===== config.mk =====
export PLATFORM = sky130hd
export DESIGN_NAME = prod_accum
export DESIGN_NICKNAME = d
export VERILOG_FILES = /design/src/rtl/prod_accum_pkg.sv /design/src/rtl/prod_accum.sv
export SDC_FILE = /design/constraint.sdc
export NUM_CORES = 1
export LEC_CHECK = 0
export ABC_CLOCK_PERIOD_IN_PS = 5000
export CELL_PAD_IN_SITES_DETAIL_PLACEMENT = 0
export CELL_PAD_IN_SITES_GLOBAL_PLACEMENT = 1
export CORE_UTILIZATION = 37
export CTS_CLUSTER_DIAMETER = 150
export DETAILED_ROUTE_END_ITERATION = 10
export GPL_TIMING_DRIVEN = 0
export PLACE_DENSITY_LB_ADDON = 0.1
export RECOVER_POWER = 100
export SLEW_MARGIN = 40
export SYNTH_ARGS = -nofsm -noshare
export SYNTH_HDL_FRONTEND = slang
export SYNTH_SLANG_ARGS = --single-unit

===== constraint.sdc =====
create_clock -name clk -period 5 [get_ports clk]
set_input_delay 1 -clock clk [delete_from_list [all_inputs] [get_ports clk]]
set_output_delay 1 -clock clk [all_outputs]
set_load 0.05 [all_outputs]

===== src/rtl/prod_accum_pkg.sv =====
// ============================================================================
// Module   : prod_accum_pkg
// Purpose  : Shared widths, FSM encoding and 2-bit product helper used by the
//            multiplier front end and the product accumulator.
// Revision : 1.0 - initial release
// ============================================================================
`default_nettype none

package prod_accum_pkg;

  localparam int PROD_W  = 4;
  localparam int OPND_W  = 2;
  localparam int TERMS_W = 8;

  typedef enum logic {
    ST_ACCUM = 1'b0,
    ST_HOLD  = 1'b1
  } state_e;

  // Shift-and-add of two 2-bit operands; max result 9 fits PROD_W.
  function automatic logic [PROD_W-1:0] mul2(input logic [OPND_W-1:0] a,
                                             input logic [OPND_W-1:0] b);
    logic [PROD_W-1:0] pp0;
    logic [PROD_W-1:0] pp1;
    pp0 = {2'b00, a & {OPND_W{b[0]}}};
    pp1 = {1'b0, a & {OPND_W{b[1]}}, 1'b0};
    return pp0 + pp1;
  endfunction

endpackage

`default_nettype wire


===== src/rtl/prod_accum.sv =====
// ============================================================================
// Module   : prod_accum
// Purpose  : Sums N_TERMS 4-bit products per result and presents the total
//            on a valid/ready output with a sticky wrap flag.
// Revision : 1.0 - initial release
// ============================================================================
`default_nettype none

module prod_accum
  import prod_accum_pkg::*;
#(
  parameter int N_TERMS = 4,
  parameter int ACC_W   = 8
) (
  input  logic               clk,
  input  logic               rst_n,
  input  logic               clear,
  input  logic [PROD_W-1:0]  prod_in,
  input  logic               prod_valid,
  output logic               prod_ready,
  output logic [ACC_W-1:0]   sum_out,
  output logic               sum_valid,
  input  logic               sum_ready,
  output logic               overflow,
  output logic [TERMS_W-1:0] terms
);

  localparam logic [TERMS_W-1:0] c_last_term = TERMS_W'(N_TERMS - 1);

  state_e               r_state;
  logic [ACC_W-1:0]     r_acc;
  logic [TERMS_W-1:0]   r_terms;
  logic                 r_overflow;

  logic [ACC_W:0]       w_sum;
  logic                 w_accept;
  logic                 w_consume;
  logic                 w_last;

  // One extra bit so the carry out of the accumulator is visible.
  assign w_sum     = {1'b0, r_acc} + (ACC_W+1)'(prod_in);
  assign w_accept  = prod_valid && (r_state == ST_ACCUM);
  assign w_consume = sum_ready && (r_state == ST_HOLD);
  assign w_last    = (r_terms == c_last_term);

  always_ff @(posedge clk or negedge rst_n) begin
    if (!rst_n) begin
      r_state    <= ST_ACCUM;
      r_acc      <= '0;
      r_terms    <= '0;
      r_overflow <= 1'b0;
    end else if (clear) begin
      r_state    <= ST_ACCUM;
      r_acc      <= '0;
      r_terms    <= '0;
      r_overflow <= 1'b0;
    end else begin
      case (r_state)
        ST_ACCUM: begin
          if (w_accept) begin
            r_acc   <= w_sum[ACC_W-1:0];
            r_terms <= r_terms + 8'd1;
            if (w_sum[ACC_W]) begin
              r_overflow <= 1'b1;
            end
            if (w_last) begin
              r_state <= ST_HOLD;
            end
          end
        end
        ST_HOLD: begin
          if (w_consume) begin
            r_state    <= ST_ACCUM;
            r_acc      <= '0;
            r_terms    <= '0;
            r_overflow <= 1'b0;
          end
        end
        default: begin
          r_state <= ST_ACCUM;
        end
      endcase
    end
  end

  // Handshake flags decode straight from the state register.
  assign prod_ready = (r_state == ST_ACCUM);
  assign sum_valid  = (r_state == ST_HOLD);
  assign sum_out    = r_acc;
  assign overflow   = r_overflow;
  assign terms      = r_terms;

endmodule

`default_nettype wire


==> results of run 1 <==
[layer usage]
layer  up-vias  part of all wire (%)
li1        425                     -
met1       379                    55
met2        16                    42
met3         2                   2.3
met4         0                  0.93
met5         -                     0
[cell families after synthesis]
logic type | synth area share [%]
xor gates and xnor gates | 7.14
and+or+nand+nor | 20.2
adders and majority gates | 8.42
buffers and inverters | 2.04
DFF | 45.9
AOI/OAI and AO/OA | 16.3
[worst max-delay path, cell delays in order]
cell                            delay [ns]
sky130_fd_sc_hd__dlygate4sd3_1        0.54
sky130_fd_sc_hd__ha_1                 0.24
sky130_fd_sc_hd__fa_1                 0.41
sky130_fd_sc_hd__a21o_1               0.17
sky130_fd_sc_hd__a21oi_1              0.34
sky130_fd_sc_hd__nor3b_1              0.11
sky130_fd_sc_hd__o21a_1               0.18
[state kept, by name (all words and copies together), names as in the netlist]
| register | flops |
|---|---|
| sum_valid | 1 |
| terms | 8 |
| overflow | 1 |
| sum_out | 8 |
[final cells by class]
type                       instances  area [sq um]  area share (%)
clock buffer                       4          36.3            2.78
timing repair buffer              26           254            19.4
multi-input combinational         77           510            39.0
inverter                           2          7.51           0.574
tap                               30          37.5            2.87
buffer                             3          11.3           0.861
sequential                        18           450            34.4
[per-stage QoR]
step	util, %	total power (uW)	hold slack [ns]	instances	worst slack, ns
3_3_place_gp	51.2	241	0.475	156	2.03
4_1_cts	52.4	334	0.507	160	2.30
5_1_grt	52.3	346	0.522	160	2.08
6_report	52.3	327	0.496	160	2.22
3_5_place_dp	51.0	241	0.479	156	2.00
2_1_floorplan	-	211	0.704	100	2.65
[where the power goes]
part / switching [uW] / internal (uW)
Combinational: 49.1 / 27.5
Clock: 48.8 / 44.3
Sequential: 6.30 / 151
[cells in the final DEF, fill, tap and decap left out, drive strengths merged]
| cell | instances |
|---|---|
| or4 | 2 |
| nand2 | 9 |
| o31ai | 3 |
| nand3b | 3 |
| fa | 1 |
| and3 | 1 |
| nor2 | 8 |
| xnor2 | 1 |
| dfrtp | 18 |
| a21oi | 8 |
| or3 | 3 |
| nand3 | 3 |
| o21ai | 6 |
| nor2b | 1 |
| nor3b | 1 |
| xor2 | 7 |
| ha | 5 |
| nand2b | 1 |
| a211oi | 1 |
| o21a | 2 |
| inv | 2 |
| a211o | 1 |
| dlygate4sd3 | 22 |
| nand4 | 4 |
| and4b | 1 |
| o211ai | 1 |
| clkdlybuf4s50 | 3 |
| a21o | 3 |
| clkbuf | 8 |
| a31oi | 1 |
[final timing paths]
path,start,endpoint,slack (ns),depth (start not counted)
max in group asynchronous,rst_n,sum_out[6]$_DFFE_PN0P_,3.58,1
min,overflow$_DFFE_PN0P_,overflow$_DFFE_PN0P_,0.50,1
min in group asynchronous,rst_n,sum_out[1]$_DFFE_PN0P_,0.82,1
max,prod_in[0],overflow$_DFFE_PN0P_,2.22,7
min reg2reg,overflow$_DFFE_PN0P_,overflow$_DFFE_PN0P_,0.50,1
max reg2reg,sum_out[0]$_DFFE_PN0P_,overflow$_DFFE_PN0P_,3.07,6
==> impl_metrics.toml, run 1 <==
[clock_tree]
worstSkewPairLatency_ns = 0.30
clock_sink_count = 18
postCtsHoldBufs = 0
tritoncts = "yes"
cts_post_setup_buffers_inserted = 0
htreeDepth = 1
cts_made_buffers = 3
clock_path_buffers = 2
cts.clk_slew.worst_paths_ns = 0.12
number_of_cells_upsized_or_downsized_after_cts = 0
clock_tree.root_cell = "sky130_fd_sc_hd__clkbuf_4"

[setup_path]
required_ns = 5.20
worstSetupPathType = "primary input to register"
critPathLaunchType = "primary input"
critical_path_peak_fanout = 5
critPathCaptureType = "register"
crit_arrival_ns = 2.98

[floorplan]
num_io_pins = 28
die_h_microns = 53.5
start_util_pct = 39.2
fp.dieW_microns = 53.5
floorplan.rows = 18
core-area_sq_um = 2500
die_area_sq_um = 2860

[sta]
timing.final.setup_violations = 0
slew_headroom_pct = 34.6
highest_attainable_clock_frequency_mhz = 360
worst_pin_slew_ns = 0.981
final_max_slew_viol_count = 0
finalHoldViolations = 0
final_period_utilization_pct = 55.6
grt_setup_unrepaired = "false"
fin_tns_setup_ns = 0
finalCriticalPeriod_ns = 2.78
clock-skew-final_ns = 0.00622

[logic_synthesis]
synth_commonest_cells = "sky130_fd_sc_hd__dfrtp_1 (18), sky130_fd_sc_hd__nand2_1 (9), sky130_fd_sc_hd__a21oi_1 (8), sky130_fd_sc_hd__nor2_1 (8), sky130_fd_sc_hd__xor2_1 (7)"
yosysWarnings = 0
synth-edff-count = 0
ys_ff_latch = 18
postSynth.asyncResetShare_pct = 100
synth_top_area_cell = "sky130_fd_sc_hd__dfrtp_1"
syn_area_per_cell_sq_um = 9.81
synthMostInstantiatedCell = "sky130_fd_sc_hd__dfrtp_1"
synthesized_instance_count = 100
synth-main-ff-cell = "sky130_fd_sc_hd__dfrtp_1"
synth.top_cells.by_area = "sky130_fd_sc_hd__dfrtp_1 (46%), sky130_fd_sc_hd__ha_1 (6.4%), sky130_fd_sc_hd__xor2_1 (6.3%)"
synth_seq_area_share_pct = 45.9
synth.lib_cells_used.distinct = 29
netlist_area_sq_um = 981
yosysTopAreaCellShare_pct = 45.9
postSynthNetCount = 115

[power_and_ir_drop]
ir_drop_uv = 155
cellLeakagePower_uw = 0.000626
p_per_area_nw_per_um2 = 250

[global_routing]
grtUsageTotal_pct = 17.6
grt_util_met2_pct = 25.4
grt.met3_usage_pct = 3.45
wire_length_of_the_first_global_routing_pass_mm = 3.57
grt_pass1_vias = 768
grt_start_max_net_pins = 19
globalRouteOverflowTotal = 0
busiest_layer = "met1"
grt_antenna_before_repair = 0
groute.layer.met1.usage_pct = 25.5

[routing]
initialDrtViolationCount = 11
detail-route-antenna-nets = 0
route.final.wire_length_mm = 2.15
remaining_drc_errors = 0
route.detailed.vias_per_inst = 5.14
initial_drt_pass_iterations = 4
route.vias.total = 822
routedWlPerCell_microns = 13.5

[cells_and_area]
final_nets = 146
number_of_fillers_in_the_final_layout = 241
drive_gt1_share_pct = 3.85
synthToLayoutAreaGrowth_pct = 33.3
stdcell_area_sq_um = 1310
antennaDiodeCount = 0

[place]
io_buffer_count = 26
place_congestion = 0.715
detailedPlacementHpwl_mm = 1.58
placed_instance_area_sq_um = 1270

[outcome]
result_of_the_run = "complete, no violations"

[job]
cap_viol_max_count = 0

[min_path]
holdCritPathClass = "register to register"
(Power assumes the default switching activity.)
==> inputs of run 2 (changes only) <==
--- a/config.mk
+++ b/config.mk
@@ -5,10 +5,10 @@
 export SDC_FILE = /design/constraint.sdc
 export NUM_CORES = 1
 export LEC_CHECK = 0
-export ABC_CLOCK_PERIOD_IN_PS = 5000
+export ABC_CLOCK_PERIOD_IN_PS = 2800
 export CELL_PAD_IN_SITES_DETAIL_PLACEMENT = 0
 export CELL_PAD_IN_SITES_GLOBAL_PLACEMENT = 1
-export CORE_UTILIZATION = 37
+export CORE_UTILIZATION = 35
 export CTS_CLUSTER_DIAMETER = 150
 export DETAILED_ROUTE_END_ITERATION = 10
 export GPL_TIMING_DRIVEN = 0
==> constraint.sdc (replaced) <==
create_clock -name clk -period 2.8 [get_ports clk]
set_input_delay 0.56 -clock clk [delete_from_list [all_inputs] [get_ports clk]]
set_output_delay 0.56 -clock clk [all_outputs]
set_load 0.05 [all_outputs]
==> impl_metrics.toml, run 2 (synthesis results as in run 1) <==
[global_routing]
grt_pass1_vias = 780
wire_length_of_the_first_global_routing_pass_mm = 3.68
globalRouteOverflowTotal = 0
grtUsageTotal_pct = 17.9
grt_antenna_before_repair = 0
grt_start_max_net_pins = 19

[setup_path]
worstSetupPathType = "primary input to register"
critPathCaptureType = "register"
critPathLaunchType = "primary input"
crit_top_cell = "sky130_fd_sc_hd__a21oi_1"
crit_arrival_ns = 2.56
worstRegToRegCells = 6
cpMaxStageDelayCell = "sky130_fd_sc_hd__dlygate4sd3_1"
required_ns = 3.02
critPathMaxStageDelay_ns = 0.54
critical_path_peak_fanout = 5
crit_chain = "dlygate4sd3_1 -> ha_1 -> fa_1 -> a21o_1 -> a21oi_1 -> o21ai_0 -> a21oi_1"

[power_and_ir_drop]
p_per_area_nw_per_um2 = 447
cellLeakagePower_uw = 0.000627
power.total_uw = 585
ir_drop_uv = 220

[routing]
remaining_drc_errors = 0
routedWlPerCell_microns = 13.8
initial_drt_pass_iterations = 4
routed-wl-met3_microns = 76
detail-route-antenna-nets = 0
route.vias.total = 842
route.final.wire_length_mm = 2.21
route.detailed.vias_per_inst = 5.26
detailroute.wirelength.met2_microns = 966
detail_route.wirelength.met1_mm = 1.13
initialDrtViolationCount = 6
top_layer = "met4"

[min_path]
holdCritPathClass = "primary input to async pin"

[clock_tree]
tritoncts = "yes"
htreeDepth = 1
clock_path_buffers = 2
cts_post_setup_buffers_inserted = 0
cts.clk_slew.worst_paths_ns = 0.11
clock_sink_count = 18
cts_made_buffers = 3
postCtsHoldBufs = 0
worstSkewPairLatency_ns = 0.30
clock_tree.root_cell = "sky130_fd_sc_hd__clkbuf_4"
number_of_cells_upsized_or_downsized_after_cts = 0

[sta]
highest_attainable_clock_frequency_mhz = 427
timing.final.setup_violations = 0
final_period_utilization_pct = 83.6
finalHoldViolations = 0
finalCriticalPeriod_ns = 2.34
worst_pin_slew_ns = 0.959
final_max_slew_viol_count = 0
slew_headroom_pct = 36.1
clock-skew-final_ns = 0.00382
grt_setup_unrepaired = "false"
fin_tns_setup_ns = 0

[cells_and_area]
mostFrequentLayoutCells = "sky130_fd_sc_hd__dlygate4sd3_1 (23), sky130_fd_sc_hd__dfrtp_1 (18), sky130_fd_sc_hd__nand2_1 (9)"
final_nets = 146
synthToLayoutAreaGrowth_pct = 33.3
stdcell_area_sq_um = 1310
mostFrequentLayoutCell = "sky130_fd_sc_hd__dlygate4sd3_1"
antennaDiodeCount = 0
drive_gt1_share_pct = 3.85

[floorplan]
core-area_sq_um = 2570
num_io_pins = 28
start_util_pct = 38.2
floorplan.rows = 18
fp.dieW_microns = 54.9
die_area_sq_um = 3020
die_h_microns = 54.9

[place]
io_buffer_count = 26
placed_instance_area_sq_um = 1280
detailedPlacementHpwl_mm = 1.61
place_congestion = 0.725

[outcome]
result_of_the_run = "complete, no violations"

[job]
cap_viol_max_count = 0
-- run 2: cell types whose count changed in the layout (fill, tap and decap cells not counted), sizes merged --
cell           delta
clkdlybuf4s50     -1
dlygate4sd3       +1
-- run 2: final timing paths --
| kind | startpoint | endpoint | slack [ns] |
|---|---|---|---|
| max in group asynchronous | rst_n | sum_out[5]$_DFFE_PN0P_ | 1.85 |
| max reg2reg | sum_out[0]$_DFFE_PN0P_ | sum_out[4]$_DFFE_PN0P_ | 0.86 |
| min in group clk | overflow$_DFFE_PN0P_ | overflow$_DFFE_PN0P_ | 0.50 |
| min | rst_n | sum_out[1]$_DFFE_PN0P_ | 0.37 |
| max | prod_in[0] | sum_out[4]$_DFFE_PN0P_ | 0.46 |
| min reg2reg | overflow$_DFFE_PN0P_ | overflow$_DFFE_PN0P_ | 0.50 |
-- run 2: layout make-up --
cell class	instances	area, sq um
fill	257	1260
tap	30	37.5
multi-input combinational	77	510
clock buffer	4	36.3
timing repair buffer	26	254
sequential	18	450
inverter	2	7.51
buffer	3	11.3
-- run 2: through the flow --
| step | utilization [%] | hold WS [ns] | setup slack [ns] | cells |
|---|---|---|---|---|
| detailed placement | 49.8 | 0.481 | 0.283 | 156 |
| global placement | 49.8 | 0.478 | 0.284 | 156 |
| floorplan | - | 0.264 | 0.801 | 100 |
| CTS | 51.2 | 0.520 | 0.532 | 160 |
| finish | 50.9 | 0.372 | 0.460 | 160 |
| global route | 50.9 | 0.470 | 0.376 | 160 |
-- run 2: power breakdown --
part | switching, uW | total [uW] | leakage [uW] | internal [uW]
clock | 87.4 | 167 | 0.0000210 | 79.3
combinational | 87.9 | 137 | 0.000359 | 48.9
sequential | 11.6 | 281 | 0.000247 | 270
total | 187 | 585 | 0.000627 | 398
-- run 2: worst max-delay path, delay by kind of cell --
family | cells | cell delay, ns
AOI/OAI and AO/OA | 4 | 0.81
buffers and inverters | 1 | 0.54
adders and majority gates | 2 | 0.66
-- run 2: layer usage --
layer  up-vias  track usage, %
met5         -               0
met4         0            8.75
met3         4            2.46
met2        18            27.1
met1       396            24.7
li1        424               -
